**config.mk**
```make
export PLATFORM = sky130hd
export DESIGN_NAME = activation_writeback
export DESIGN_NICKNAME = d
export VERILOG_FILES = /design/src/rtl/activation_writeback.sv
export SDC_FILE = /design/constraint.sdc
export NUM_CORES = 1
export LEC_CHECK = 0
export ABC_CLOCK_PERIOD_IN_PS = 5300
export CAP_MARGIN = 25
export CORE_UTILIZATION = 45
export DETAILED_ROUTE_END_ITERATION = 7
export HOLD_SLACK_MARGIN = 0.06
export PLACE_DENSITY = 0.69
export SYNTH_ARGS = -nofsm -noshare
export SYNTH_HDL_FRONTEND = slang
export SYNTH_SLANG_ARGS = --single-unit
```
**constraint.sdc**
```tcl
create_clock -name clk -period 5.3 [get_ports clk]
set_input_delay 0.53 -clock clk [delete_from_list [all_inputs] [get_ports clk]]
set_output_delay 0.53 -clock clk [all_outputs]
set_load 0.05 [all_outputs]
```
**src/rtl/activation_writeback.sv**
```systemverilog
// Activation write-back: buffers commit-stage words in a small FIFO and streams them to the
// activation bank over a req/gnt port, one word per transfer at consecutive addresses.
module activation_writeback #(
  parameter int unsigned ACTIVATION_BANK_BIT_WIDTH = 64,
  parameter int unsigned ADDR_WIDTH                = 16,
  parameter int unsigned FIFO_DEPTH                = 4
) (
  input  logic                                 clk,
  input  logic                                 resetn,
  input  logic                                 i_start,
  input  logic [ADDR_WIDTH-1:0]                i_base_addr,
  input  logic                                 i_valid,
  input  logic [ACTIVATION_BANK_BIT_WIDTH-1:0] i_data,
  input  logic                                 i_last,
  output logic                                 o_mem_req,
  input  logic                                 i_mem_gnt,
  output logic [ADDR_WIDTH-1:0]                o_mem_addr,
  output logic [ACTIVATION_BANK_BIT_WIDTH-1:0] o_mem_wdata,
  output logic                                 o_busy,
  output logic                                 o_done,
  output logic [ADDR_WIDTH-1:0]                o_word_count,
  output logic                                 o_overflow
);

  localparam int unsigned PtrW = $clog2(FIFO_DEPTH);

  typedef enum logic [1:0] {StIdle, StRun, StDone} state_e;

  state_e r_state;
  state_e w_state_next;

  logic [ACTIVATION_BANK_BIT_WIDTH-1:0] r_fifo_data [FIFO_DEPTH];
  logic [FIFO_DEPTH-1:0]                r_fifo_last;
  // One extra pointer bit distinguishes full from empty.
  logic [PtrW:0]                        r_wr_ptr;
  logic [PtrW:0]                        r_rd_ptr;

  logic [ADDR_WIDTH-1:0] r_addr;
  logic [ADDR_WIDTH-1:0] r_count;
  logic                  r_overflow;

  logic                                 w_empty;
  logic                                 w_full;
  logic                                 w_req;
  logic                                 w_pop;
  logic                                 w_push;
  logic                                 w_drop;
  logic                                 w_start;
  logic                                 w_head_last;
  logic [ACTIVATION_BANK_BIT_WIDTH-1:0] w_head_data;

  assign w_empty     = (r_wr_ptr == r_rd_ptr);
  assign w_full      = (r_wr_ptr[PtrW] != r_rd_ptr[PtrW]) &&
                       (r_wr_ptr[PtrW-1:0] == r_rd_ptr[PtrW-1:0]);
  assign w_head_data = r_fifo_data[r_rd_ptr[PtrW-1:0]];
  assign w_head_last = r_fifo_last[r_rd_ptr[PtrW-1:0]];

  assign w_req   = (r_state == StRun) && !w_empty;
  assign w_pop   = w_req && i_mem_gnt;
  // A full FIFO still accepts a word when the head leaves in the same cycle.
  assign w_push  = i_valid && (!w_full || w_pop);
  assign w_drop  = i_valid && w_full && !w_pop;
  assign w_start = (r_state == StIdle) && i_start;

  // Storage needs no reset: pointers define validity and the write data is gated by w_req.
  always_ff @(posedge clk) begin
    if (w_push) begin
      r_fifo_data[r_wr_ptr[PtrW-1:0]] <= i_data;
      r_fifo_last[r_wr_ptr[PtrW-1:0]] <= i_last;
    end
  end

  always_ff @(posedge clk) begin
    if (!resetn) begin
      r_wr_ptr <= '0;
      r_rd_ptr <= '0;
    end else begin
      if (w_push) r_wr_ptr <= r_wr_ptr + (PtrW + 1)'(1);
      if (w_pop)  r_rd_ptr <= r_rd_ptr + (PtrW + 1)'(1);
    end
  end

  always_ff @(posedge clk) begin
    if (!resetn) begin
      r_addr     <= '0;
      r_count    <= '0;
      r_overflow <= 1'b0;
    end else begin
      if (w_start) begin
        r_addr  <= i_base_addr;
        r_count <= '0;
      end else if (w_pop) begin
        r_addr  <= r_addr + ADDR_WIDTH'(1);
        r_count <= r_count + ADDR_WIDTH'(1);
      end
      // A drop in the same cycle as start is still reported.
      if (w_drop) begin
        r_overflow <= 1'b1;
      end else if (w_start) begin
        r_overflow <= 1'b0;
      end
    end
  end

  always_ff @(posedge clk) begin
    if (!resetn) begin
      r_state <= StIdle;
    end else begin
      r_state <= w_state_next;
    end
  end

  always_comb begin
    w_state_next = r_state;
    unique case (r_state)
      StIdle:  if (i_start) w_state_next = StRun;
      StRun:   if (w_pop && w_head_last) w_state_next = StDone;
      StDone:  w_state_next = StIdle;
      default: w_state_next = StIdle;
    endcase
  end

  always_comb begin
    o_mem_req    = w_req;
    o_mem_addr   = r_addr;
    o_mem_wdata  = w_req ? w_head_data : '0;
    o_busy       = (r_state == StRun);
    o_done       = (r_state == StDone);
    o_word_count = r_count;
    o_overflow   = r_overflow;
  end

endmodule
```
==> results of run 1 <==
## report_power, final
part | internal, mW | leakage [nW] | switching [mW]
clock | 1.27 | 0.497 | 0.906
sequential | 2.71 | 2.74 | 0.0489
combinational | 0.267 | 1.80 | 0.402
total | 4.24 | 5.04 | 1.36
## state kept, by name, summed over array words and instances (netlist names), named ones only
name and flops:
r_fifo_last 4, r_state 2, o_word_count 16, o_mem_addr 16, r_wr_ptr 3, o_overflow 1
r_rd_ptr 3, r_fifo_data 256
## worst paths after layout
check / start / endpoint / slack (ns)
worst max-delay path: r_wr_ptr[0] / o_mem_wdata[36] / 1.33
worst min register to register: o_overflow / o_overflow / 0.46
worst min-delay path: o_overflow / o_overflow / 0.46
worst max register to register: r_wr_ptr[0] / r_fifo_data[2][26] / 2.80
## layout make-up
type / instances / area (um2) / area share, %
inverter: 7 / 26.3 / 0.172
tap: 335 / 419 / 2.74
clock inverter: 25 / 254 / 1.66
multi-input combinational: 317 / 3160 / 20.7
timing repair buffer: 191 / 1970 / 12.9
clock buffer: 33 / 783 / 5.13
sequential: 303 / 8680 / 56.8
## routing by layer
metal | vias to the layer above | share of wire (%) | wire (um) | track usage [%]
met5 | - | 0.072 | 17 | 0
met4 | 2 | 2.1 | 493 | 4.63
met1 | 3248 | 43 | 10200 | 23.2
met3 | 38 | 6.3 | 1490 | 4.02
met2 | 184 | 48 | 11300 | 28.1
li1 | 3024 | - | - | -
## critical path, delay by kind of cell (launching register included)
kind | cells | cell delay (ns)
buffers and inverters | 1 | 0.81
flip-flops | 1 | 0.46
XOR/XNOR | 1 | 0.40
AND/OR/NAND/NOR | 2 | 1.16
## metrics by stage
stage / setup WS, ns / hold WS (ns) / instance area [um2] / util (%) / power (mW)
floorplan: 2.06 / 0.564 / 12000 / - / 3.21
global placement: 1.98 / 0.445 / 14200 / 54.3 / 3.47
detailed placement: 1.92 / 0.459 / 14200 / 54.3 / 3.47
CTS: 1.31 / 0.467 / 15200 / 58.3 / 5.64
global route: 1.12 / 0.502 / 15300 / 58.6 / 5.79
finish: 1.33 / 0.459 / 15300 / 58.6 / 5.60
## synth_stat cells, types with 5 or more instances
master    number  area share (%)
a21oi_1       19            0.79
and2_1         5            0.26
and3_1        69             3.6
buf_2          8            0.33
clkbuf_1      27            0.85
dfxtp_1       43             7.2
edfxtp_1     260              65
ha_1           7            0.73
inv_1          7            0.22
mux4_2        64              12
nand2_1       21            0.66
nand3_1        6            0.25
nand4_1        9            0.47
nor2_1        23            0.72
nor3_1         9            0.38
nor4_1         5            0.26
o21ai_0       17            0.71
or3_1          6            0.31
xnor2_1       23             1.7
xor2_1         7            0.51
## cell families after synthesis
family,share of synthesized area [%]
adders and majority gates,0.731
and+or+nand+nor,8.11
xor gates and xnor gates,2.60
AOI/OAI and AO/OA,2.23
DFF,72.3
muxes,12.5
buffers and inverters,1.52
==> results.toml, run 1 <==
[run_status]
status = "complete, no violations"

[setup_path]
worstPathRequired_ns = 4.77
worst-endpoint-arrival_ns = 3.44
critPathLaunchType = "flop"
worstSetupEndpointType = "output port"
path_cells = "xor2_2 > or3_2 > and3_1 > clkdlybuf4s50_1"
rr_worst_depth = 3
critPathKind = "flop to output port"
crit_slowest_cell = "or3_2"
cp_max_fo = 65
max_stage_delay_ns = 0.86

[clock_tree]
cts_max_level = 1
cts_tree = "built"
cts_root_buf = "clkbuf_16"
cts_sinks = 303
clk_latency_ns = 0.56
cts_buffer_depth = 3
cts-buffers-inserted = 31
cts_setup_buffers = 0
clk_pin_slew_ns = 0.06
ctsHoldBuffers = 0
cts_resized = 0

[placed_design]
gp_congestion = 0.817
place_inst = 1149
dp.final_hpwl_mm = 13.6
io_buffers = 185

[detailed_routing]
wl_mm = 23.5
first_pass_iters = 4
drc_errors = 0
initialDrtViolationCount = 438
wire_per_inst_um = 19.4
postRouteAntennaNets = 0
vias_per_cell = 5.36
vias = 6496

[grt]
gr-total-overflow = 0
grt_usage_pct = 17.2
antenna_found_initial = 1
grt_pass1_vias = 6460
grt_max_degree = 67
grt_pass1_wl_mm = 35.6

[sta]
max_slew.worst_pin.slew_ns = 1.00
fmax_mhz = 252
setup_viol = 0
finalCritPeriodShare_pct = 74.9
timing.slew.headroom_pct = 33.3
tns_ns = 0
post-route-min-period_ns = 3.97
rsz0062_at_grt = "no"
finClkSkew_ns = 0.00785
final-hold-violation-count = 0
slew_violations = 0

[finish]
area_delta_synth_final_pct = 27.5
drive_above_1_share_pct = 16.1
final_common_cell = "edfxtp_1"
n_fill_cell = 1960
final_cell_mix = "edfxtp_1, clkdlybuf4s50_1, and3_1"
nets = 944
final_cells = 1211
antenna_cells = 0

[floorplanning]
initial_core_util_pct = 46.0
fp.dieW_um = 165
fp.dieH_um = 165
dieArea_um2 = 27300
rows = 59
design.core.area_um2 = 26100
ios = 186

[job]
cap_violations = 0

[yosys]
synth_edf_count = 260
ys_ff_latch = 303
yosysWarnings = 0
synthFlopType = "edfxtp_1"
seq_area_frac_synth_pct = 72.3
synth_nets = 758
syn_avg_cell_area_um2 = 18.0
async_flop_share_pct = 0
syn_area_um2 = 12000
yosysUniqueCellTypes = 40
synth_cells = 665

[pwr]
peakVddDrop_v = 0.000265
powerDensity_nw_per_um2 = 367
power.leakage_nw = 5.04

[worst_hold_path]
worst_hold_path.num_cells = 2
hp-class = "flop to flop"
No activity file was read; power rests on OpenSTA's default activity.
==> inputs of run 2 (changes only) <==
--- a/config.mk
+++ b/config.mk
@@ -5,7 +5,7 @@
 export SDC_FILE = /design/constraint.sdc
 export NUM_CORES = 1
 export LEC_CHECK = 0
-export ABC_CLOCK_PERIOD_IN_PS = 5300
+export ABC_CLOCK_PERIOD_IN_PS = 3950
 export CAP_MARGIN = 25
 export CORE_UTILIZATION = 45
 export DETAILED_ROUTE_END_ITERATION = 7
==> constraint.sdc (replaced) <==
create_clock -name clk -period 3.95 [get_ports clk]
set_input_delay 0.395 -clock clk [delete_from_list [all_inputs] [get_ports clk]]
set_output_delay 0.395 -clock clk [all_outputs]
set_load 0.05 [all_outputs]
==> run 2 against run 1 <==
  * Sequential cell count is the same
  * Utilization increased by 0.10 points
  * Combinational power increased by 37%
  * Design area up 0.17%
  * Final cell count rose by 0.41%
  * Clock skew up 0.0052 ns
  * Total power grew 33%
  * First-iteration DRC count down 1.8%
  * Sequential share of layout area fell by 0.098 points
  * Critical endpoint is now o_mem_wdata[62]
==> results.toml, run 2 (synthesis gave the netlist of run 1 again) <==
[clock_tree]
clk_latency_ns = 0.56
ctsHoldBuffers = 0
cts_max_level = 1
cts-buffers-inserted = 31
clk_pin_slew_ns = 0.06
cts_setup_buffers = 0
cts_resized = 0
cts_buffer_depth = 3
cts_root_buf = "clkbuf_16"
cts_tree = "built"
cts_sinks = 303

[sta]
fmax_mhz = 280
rsz0062_at_grt = "no"
slew_violations = 0
whs_ns = 0.425
finalCritPeriodShare_pct = 90.6
finClkSkew_ns = 0.0130
setup_viol = 0
max_slew.worst_pin.slew_ns = 0.627
timing.slew.headroom_pct = 58.1
post-route-min-period_ns = 3.58
final-hold-violation-count = 0
tns_ns = 0

[finish]
drive_above_1_share_pct = 16.7
final_cells = 1216
n_fill_cell = 2009
final_common_cell = "edfxtp_1"
final_cell_mix = "edfxtp_1, clkdlybuf4s50_1, and3_1"
antenna_cells = 0
largest_reg_flops = 256
nets = 949
postLayoutCellArea_um2 = 15300
area_delta_synth_final_pct = 27.7

[placed_design]
place_inst = 1158
io_buffers = 185
gp_congestion = 0.818
placed_area_um2 = 14300
dp.final_hpwl_mm = 14.6

[floorplanning]
rows = 59
fp.dieW_um = 165
initial_core_util_pct = 46.0
ios = 186
design.core.area_um2 = 26100
dieArea_um2 = 27300
fp.dieH_um = 165

[pwr]
pwr-share-clk_pct = 37.9
p_sw_mw = 1.79
powerDensity_nw_per_um2 = 485
finalPower_mw = 7.43
pwr-share-seq_pct = 49.7
peakVddDrop_v = 0.000320
power.leakage_nw = 5.07
pwr-share-comb_pct = 12.4
sw_frac_of_total_pct = 24.2
p_int_mw = 5.63

[grt]
grt_pass1_vias = 6579
grt_usage_pct = 17.7
antenna_found_initial = 1
grt_max_degree = 44
gr-total-overflow = 0
grt_pass1_wl_mm = 36.7

[detailed_routing]
drc_errors = 0
first_pass_iters = 5
postRouteAntennaNets = 0
vias_per_cell = 5.40
vias = 6569
wl_mm = 24.0
initialDrtViolationCount = 430
wire_per_inst_um = 19.7

[setup_path]
critPathLaunchType = "flop"
critPathKind = "flop to output port"
worst-endpoint-arrival_ns = 3.18
cp_max_fo = 40
worstPathRequired_ns = 3.56
regToRegSetupSlack_ns = 1.52
worstSetupEndpointType = "output port"

[job]
cap_violations = 0

[run_status]
status = "complete, no violations"

[worst_hold_path]
hp-class = "input pin to flop"
-- run 2: cell types whose count changed in the layout (fill, tap and decap cells not counted) --
| cell | delta |
|---|---|
| clkinv_4 | -3 |
| clkinv_1 | -1 |
| inv_6 | +1 |
| clkinvlp_4 | -4 |
| buf_12 | +4 |
| clkinv_2 | +6 |
| buf_4 | +2 |
| clkinvlp_2 | +2 |
| buf_16 | -1 |
| bufinv_16 | -1 |
-- run 2: metal layers --
layer | GRT usage, % | vias up | part of all wire, % | wire length (um)
li1 | - | 3030 | - | -
met4 | 3.75 | 2 | 1.5 | 370
met5 | 0 | - | 0.050 | 12
met1 | 23.9 | 3313 | 43 | 10400
met2 | 29.1 | 191 | 48 | 11500
met3 | 4.10 | 33 | 7.0 | 1670
-- run 2: final cells by class --
class                           count  area (um2)  share of cell area (%)
Sequential cell                   303        8680                    56.7
Multi-Input combinational cell    317        3160                    20.6
Timing Repair Buffer              196        2030                    13.3
Clock buffer                       33         783                    5.12
Tap cell                          335         419                    2.74
Clock inverter                     25         213                    1.39
Inverter                            7        26.3                   0.172
-- run 2: path summary, 6_finish.rpt --
check                            end  cells after the start            start
setup / recovery     o_mem_wdata[62]                      5      r_rd_ptr[0]
hold / removal        o_mem_addr[15]                      3  i_base_addr[15]
setup reg to reg  r_fifo_data[3][48]                      4      r_rd_ptr[0]
hold reg to reg           o_overflow                      2       o_overflow
-- run 2: power groups by stage --
stage	clock network, mW	logic [mW]	registers, mW
2_1_floorplan	0	0.512	3.80
3_3_place_gp	0	0.925	3.75
3_5_place_dp	0	0.930	3.76
4_1_cts	2.88	0.934	3.69
5_1_grt	3.01	0.981	3.70
6_report	2.82	0.920	3.69
-- run 2: worst max-delay path, cell delays in order, from the launching register on --
cell and delay (ns):
dfxtp_1 0.45, xor2_2 0.40, or3_2 0.52, buf_12 0.24, and3_1 0.18, clkdlybuf4s50_1 0.80
-- run 2: metrics by stage --
step | util [%] | setup slack [ns]
6_report | 58.7 | 0.372
5_1_grt | 58.7 | 0.216
4_1_cts | 58.7 | 0.341
3_5_place_dp | 54.9 | 0.948
3_3_place_gp | 54.9 | 0.985
2_1_floorplan | - | 0.841
==> inputs of run 3 (changes only) <==
--- a/config.mk
+++ b/config.mk
@@ -11,6 +11,7 @@
 export DETAILED_ROUTE_END_ITERATION = 7
 export HOLD_SLACK_MARGIN = 0.06
 export PLACE_DENSITY = 0.69
+export SETUP_SLACK_MARGIN = 0.3
 export SYNTH_ARGS = -nofsm -noshare
 export SYNTH_HDL_FRONTEND = slang
 export SYNTH_SLANG_ARGS = --single-unit
==> run 3 against run 2 <==
  * Total power hardly changed
  * Global-route usage stayed put
  * Maximum frequency up 3.6%
  * Register-to-register slack worse by 0.02 ns
  * Wire length is 0.13% lower
  * Non-clock buffer count is the same
  * Final cell count is the same
  * First-iteration DRC count up 2.3%
  * Highest routed layer unchanged
==> results.toml, run 3 (synthesis gave the netlist of run 1 again) <==
[placed_design]
dp.final_hpwl_mm = 14.6
gp_congestion = 0.818
placed_area_um2 = 14300
place_inst = 1158
io_buffers = 185

[setup_path]
critPathKind = "flop to output port"
worst-endpoint-arrival_ns = 3.06
setup.worst_path.start = "r_rd_ptr[0]"
cp_max_fo = 40
worstPathRequired_ns = 3.56
worstSetupEndpointType = "output port"
crit_slowest_cell = "clkdlybuf4s50_1"
critPathLaunchType = "flop"
path_cells = "xor2_2 > or3_4 > buf_12 > and3_1 > clkdlybuf4s50_1"
crit-reg2reg-launch = "r_rd_ptr[0]"
max_stage_delay_ns = 0.80

[sta]
fmax_mhz = 290
final-hold-violation-count = 0
setup_viol = 0
whs_ns = 0.426
finalCritPeriodShare_pct = 87.4
timing.slew.headroom_pct = 57.8
post-route-min-period_ns = 3.45
rsz0062_at_grt = "no"
tns_ns = 0
slew_violations = 0
finClkSkew_ns = 0.0145
max_slew.worst_pin.slew_ns = 0.631

[finish]
nets = 949
antenna_cells = 0
area_delta_synth_final_pct = 27.7
final_cells = 1216
largest_reg_flops = 256
postLayoutCellArea_um2 = 15300
final_cell_mix = "edfxtp_1, clkdlybuf4s50_1, and3_1"
drive_above_1_share_pct = 16.7
final_common_cell = "edfxtp_1"
final_util_pct = 58.8

[detailed_routing]
initialDrtViolationCount = 440
vias_per_cell = 5.39
postRouteAntennaNets = 0
first_pass_iters = 5
wire_per_inst_um = 19.7
vias = 6555
wl_mm = 24.0
drc_errors = 0

[clock_tree]
clk_pin_slew_ns = 0.06
cts_tree = "built"
clk_latency_ns = 0.56
cts-buffers-inserted = 31
cts_buffer_depth = 3
cts_setup_buffers = 0
cts_max_level = 1
cts_root_buf = "clkbuf_16"
cts_sinks = 303

[grt]
grt_pass1_vias = 6579
gr-total-overflow = 0
grt_pass1_wl_mm = 36.7
grt_max_degree = 44
antenna_found_initial = 1
grt_usage_pct = 17.7

[floorplanning]
fp.dieH_um = 165
initial_core_util_pct = 46.0
rows = 59
ios = 186
dieArea_um2 = 27300
fp.dieW_um = 165
design.core.area_um2 = 26100

[worst_hold_path]
worstHoldStart = "i_base_addr[15]"
hp-class = "input pin to flop"

[pwr]
power.leakage_nw = 5.07
powerDensity_nw_per_um2 = 485
peakVddDrop_v = 0.000318

[job]
cap_violations = 0

[run_status]
status = "complete, no violations"
[run 3: cell count changes in the layout (fill, tap and decap cells not counted)]
cell and change:
or3_2 -1, or3_4 +1
[run 3: layer usage]
metal  global-route usage (%)  vias up  routed length (um)  share of wire (%)
met2                     29.1      195               11600                 48
met5                        0        -                  12              0.050
met4                     3.75        2                 370                1.5
met3                     4.10       34                1790                7.5
met1                     23.9     3294               10200                 43
li1                         -     3030                   -                  -
[run 3: metrics by stage]
step	power, mW	worst slack, ns
2_1_floorplan	4.31	0.841
3_3_place_gp	4.68	0.985
3_5_place_dp	4.69	0.948
4_1_cts	7.51	0.341
5_1_grt	7.69	0.371
6_report	7.43	0.498
[run 3: worst paths after layout]
check / end / slack, ns / depth (start not counted)
worst max-delay path: o_mem_wdata[62] / 0.50 / 5
worst min-delay path: o_mem_addr[15] / 0.43 / 3
worst max register to register: r_fifo_data[3][48] / 1.50 / 4
worst min register to register: o_overflow / 0.46 / 2
[run 3: critical path: cells and delay by family (launching register included)]
kind	cells	cell delay, ns
buffers and inverters	2	1.02
and+or+nand+nor	2	0.58
DFF	1	0.45
xor gates and xnor gates	1	0.41
[run 3: power breakdown]
group,internal (mW),switching [mW]
combinational,0.372,0.549
sequential,3.63,0.0615
clock,1.63,1.18
[run 3: cell type report]
class,count,area (um2)
clock buffers,33,783
clock inverters,25,213
fillers,2010,10700
inverters,7,26.3
multi-input cells,317,3160
flip-flops and latches,303,8680
well taps,335,419
repair buffers,196,2030
[run 3: timing repair]
action / 4_1_cts / 5_1_grt
gates resized for setup: 0 / 1
hold buffers: 0 / 0
setup endpoints to repair: 0 / 40
==> RTL edit 1 (settings of run 3) <==
Make the reset (`resetn`) asynchronous in 3 clocked blocks.
--- a/src/rtl/activation_writeback.sv
+++ b/src/rtl/activation_writeback.sv
@@ -72,3 +72,3 @@
 
-  always_ff @(posedge clk) begin
+  always_ff @(posedge clk or negedge resetn) begin
     if (!resetn) begin
@@ -82,3 +82,3 @@
 
-  always_ff @(posedge clk) begin
+  always_ff @(posedge clk or negedge resetn) begin
     if (!resetn) begin
@@ -104,3 +104,3 @@
 
-  always_ff @(posedge clk) begin
+  always_ff @(posedge clk or negedge resetn) begin
     if (!resetn) begin
Check against the original RTL: differs if resetn is asserted again (counterexample within 4 cycles, from zero or initial values and one cycle with resetn low); with resetn held inactive, the same outputs for 4 cycles.
==> RTL edit 1 against run 3 <==
The flow now finishes with violations (DRC); sequential share of layout area is 0.45 points higher; non-clock buffer count up 9; area after synthesis rose by 0.96%; register-to-register slack worse by 350 ps; count of clock-buffer cells in the layout increased by 2; wire length increased by 8.8%; cell area increased by 1.1%; sequential cell count shrank 2; fmax decreased by 0.57%; setup slack lost 20 ps.
Power is not compared: it rests on default switching activity, and its combinational part moved more than twofold at a synthesized area within 25%.
==> RTL edit 1: results (changes against run 3) <==
met2 WL 12.36 mm (was 11.59 mm); Buffers, non-clock 205 (was 196); final routed DRC violation total 16 (was 0); buffering overhead 0.1366 (was 0.1329); Seq cells post-synth 301 (was 303); async set-reset flop share out of synthesis 0.1362 (was 0); reg2reg path depth 5 (was 4); failing checks DRC; Inverters 5 (was 7); syn nets 760 (was 758); fill cell count 1977 (was 2010); Distinct cells, synth 45 (was 40); Post-Place Worst Slack 866.1 ps (was 947.8 ps); register area share after synthesis 0.7299 (was 0.7231); vias in the first global route 7162 (was 6579); CP peak stage delay 870 ps (was 800 ps); multi-input logic area 0.003088 mm² (was 0.003159 mm²); Routed WL 26.07 mm (was 23.97 mm); r2r endpoint r_fifo_data[0][41]$_DFFE_PP_ (was r_fifo_data[3][48]$_DFFE_PP_); outcome complete, but fails checks (was finished clean); largest net degree at the start of global routing 46 (was 44); GP Congestion 0.7809 (was 0.8175); Horiz. Die Dim 166.0 µm (was 165.2 µm); synth cell count leaders edfxtp_1, and3_1, mux4_2 (unchanged); Post-Route Skew 20.77 ps (was 14.49 ps); Layout Nets 956 (was 949); Post-CTS Resized 1 (was 0); Post-CTS Setup Inserts 1 (was 0)
==> RTL edit 1: changes by cell type after synthesis, moves of 6 or more <==
cell            run 3  this run
dfrtp_1             0        41
a21oi_1            19        10
xnor2_1            23         6
dfxtp_1            43         0
nand3_1             6        18
nor2_1             23        14
nand2_1            21        29
or4_1               0         9
buf_2               8        14
o21ai_0            17         8
o31ai_1             0         9
a31oi_1             0         9
==> RTL edit 1: power breakdown <==
group | internal (mW) | total [mW] | switching [mW]
Sequential | 4.26 | 4.64 | 0.375
Clock | 1.64 | 2.85 | 1.21
Combinational | 2.43 | 6.63 | 4.20
Total | 8.33 | 14.1 | 5.79
==> RTL edit 1: cell families after synthesis <==
family | Yosys count | synth area share
AOI/OAI and AO/OA | 54 | 0.03050
xor gates and xnor gates | 11 | 0.007960
adders and majority gates | 7 | 0.007236
buffers and inverters | 47 | 0.01664
DFF | 301 | 0.7299
muxes | 68 | 0.1234
and+or+nand+nor | 179 | 0.08436
==> RTL edit 2 (settings of run 3) <==
Without the edit above. Set the parameter `FIFO_DEPTH` to 8 (it was 4).
--- a/src/rtl/activation_writeback.sv
+++ b/src/rtl/activation_writeback.sv
@@ -5,3 +5,3 @@
   parameter int unsigned ADDR_WIDTH                = 16,
-  parameter int unsigned FIFO_DEPTH                = 4
+  parameter int unsigned FIFO_DEPTH                = 8
 ) (
Function: same outputs for any inputs over 4 cycles, from zero or initial values and one cycle with resetn low; that may be too few to reach the edited logic, so the function may still have changed.
==> RTL edit 2 against run 3 <==
Area after synthesis rose by 83%; clock skew rose by 6.7 ps; synthesized cell count increased by 64%; setup slack got worse by 48 ps; non-clock buffer count grew 23; cell area is 74% higher; wire length is 88% higher; power is 76% higher; sequential cell count up 263; fmax down 1.4%; die area rose by 82%; final cell count increased by 62%; sequential power rose by 83%; utilization decreased by 3.1 points.
==> RTL edit 2: results (changes against run 3) <==
outcome finished clean (unchanged); M2 GR Usage 0.3080 (was 0.2914); Synth Area in Compound Gates 0.01182 (was 0.02234); met3 Usage GRT 0.04113 (was 0.04096); synth cell count leaders edfxtp_1, mux4_2, nor2_1 (was edfxtp_1, and3_1, mux4_2); largest net degree at the start of global routing 61 (was 44); CLK BUF 76 (was 33); TritonCTS buffer count 58 (was 31); vias in the first global route 11360 (was 6579); WL per Instance 22.82 µm (was 19.71 µm); GP Congestion 0.7896 (was 0.8175); Post-Place Cells 1865 (was 1158); share of post-route cells with drive strength above 1 0.2004 (was 0.1669); number of multi-input logic gates 459 (was 317); Reg area 0.01655 mm² (was 0.008676 mm²); Buffers, non-clock 219 (was 196); XOR/XNOR Fraction of Synth Area 0.01582 (was 0.02599); Synth Area in Adders 0.002284 (was 0.007306); Layout Cells excl Fill 1972 (was 1216); register area share after synthesis 0.7548 (was 0.7231); global-route track usage on met1 0.2533 (was 0.2393); met2 WL 22.38 mm (was 11.59 mm); peak supply drop 373.7 µV (was 318.1 µV); DR iter-0 viols 916 (was 440); mux share of post-synthesis cell area 0.1637 (was 0.1249); buffering overhead 0.08322 (was 0.1329); Overall Global Routing Usage 0.1868 (was 0.1765); leakage 8.198 nW (was 5.072 nW); Distinct cells, synth 44 (was 40); Post-synth EDFFs 520 (was 260); Met1 Wirelength 19.55 mm (was 10.20 mm); first-pass GRT wire length 69.28 mm (was 36.70 mm)
[RTL edit 2: final timing paths]
kind	start	to	slack [ps]	cells after the start
min	i_base_addr[14]	o_mem_addr[14]$_SDFFE_PN0P_	370	3
min reg2reg	o_overflow$_SDFFE_PN0P_	o_overflow$_SDFFE_PN0P_	510	2
max reg2reg	r_wr_ptr[1]$_SDFFE_PN0P_	r_fifo_data[2][6]$_DFFE_PP_	1320	5
max	r_wr_ptr[1]$_SDFFE_PN0P_	o_mem_wdata[26]	450	5
[RTL edit 2: per-stage QoR]
step | cell area [µm²] | TNS (ps) | utilization | hold WS (ps)
floorplan | 22030 | -28660 | - | 493.9
CTS | 26600 | 0 | 0.5559 | 328.7
global route | 26610 | 0 | 0.5562 | 357.5
finish | 26610 | 0 | 0.5562 | 369.5
global placement | 24780 | 0 | 0.5179 | 487.4
detailed placement | 24780 | 0 | 0.5180 | 497.9
[RTL edit 2: repair_timing]
action / CTS / global route
resized for setup: 3 / 4
pin swaps: 0 / 0
buffers inserted: 0 / 0
endpoints found under the setup margin: 53 / 34
hold endpoints to repair: 0 / 0
[RTL edit 2: logic make-up (layout without fill, tap and decap cells)]
group | Yosys count | in the layout
muxes | 195 | 195
DFF | 566 | 566
AOI/OAI and AO/OA | 39 | 39
xor gates and xnor gates | 37 | 37
buffers and inverters | 64 | 332
adders and majority gates | 4 | 4
and+or+nand+nor | 184 | 184
[RTL edit 2: where the power goes]
group	leakage [nW]	switching (mW)	total (mW)	internal (mW)
registers	5.10	0.0661	6.77	6.70
logic	2.22	0.632	1.06	0.425
clock network	0.879	2.18	5.21	3.03
[RTL edit 2: critical path: stages (launching register included)]
cell and delay, ps:
dfxtp_2 560, xor2_4 150, o41ai_2 400, buf_4 510
nor2_1 120, clkdlybuf4s50_1 730
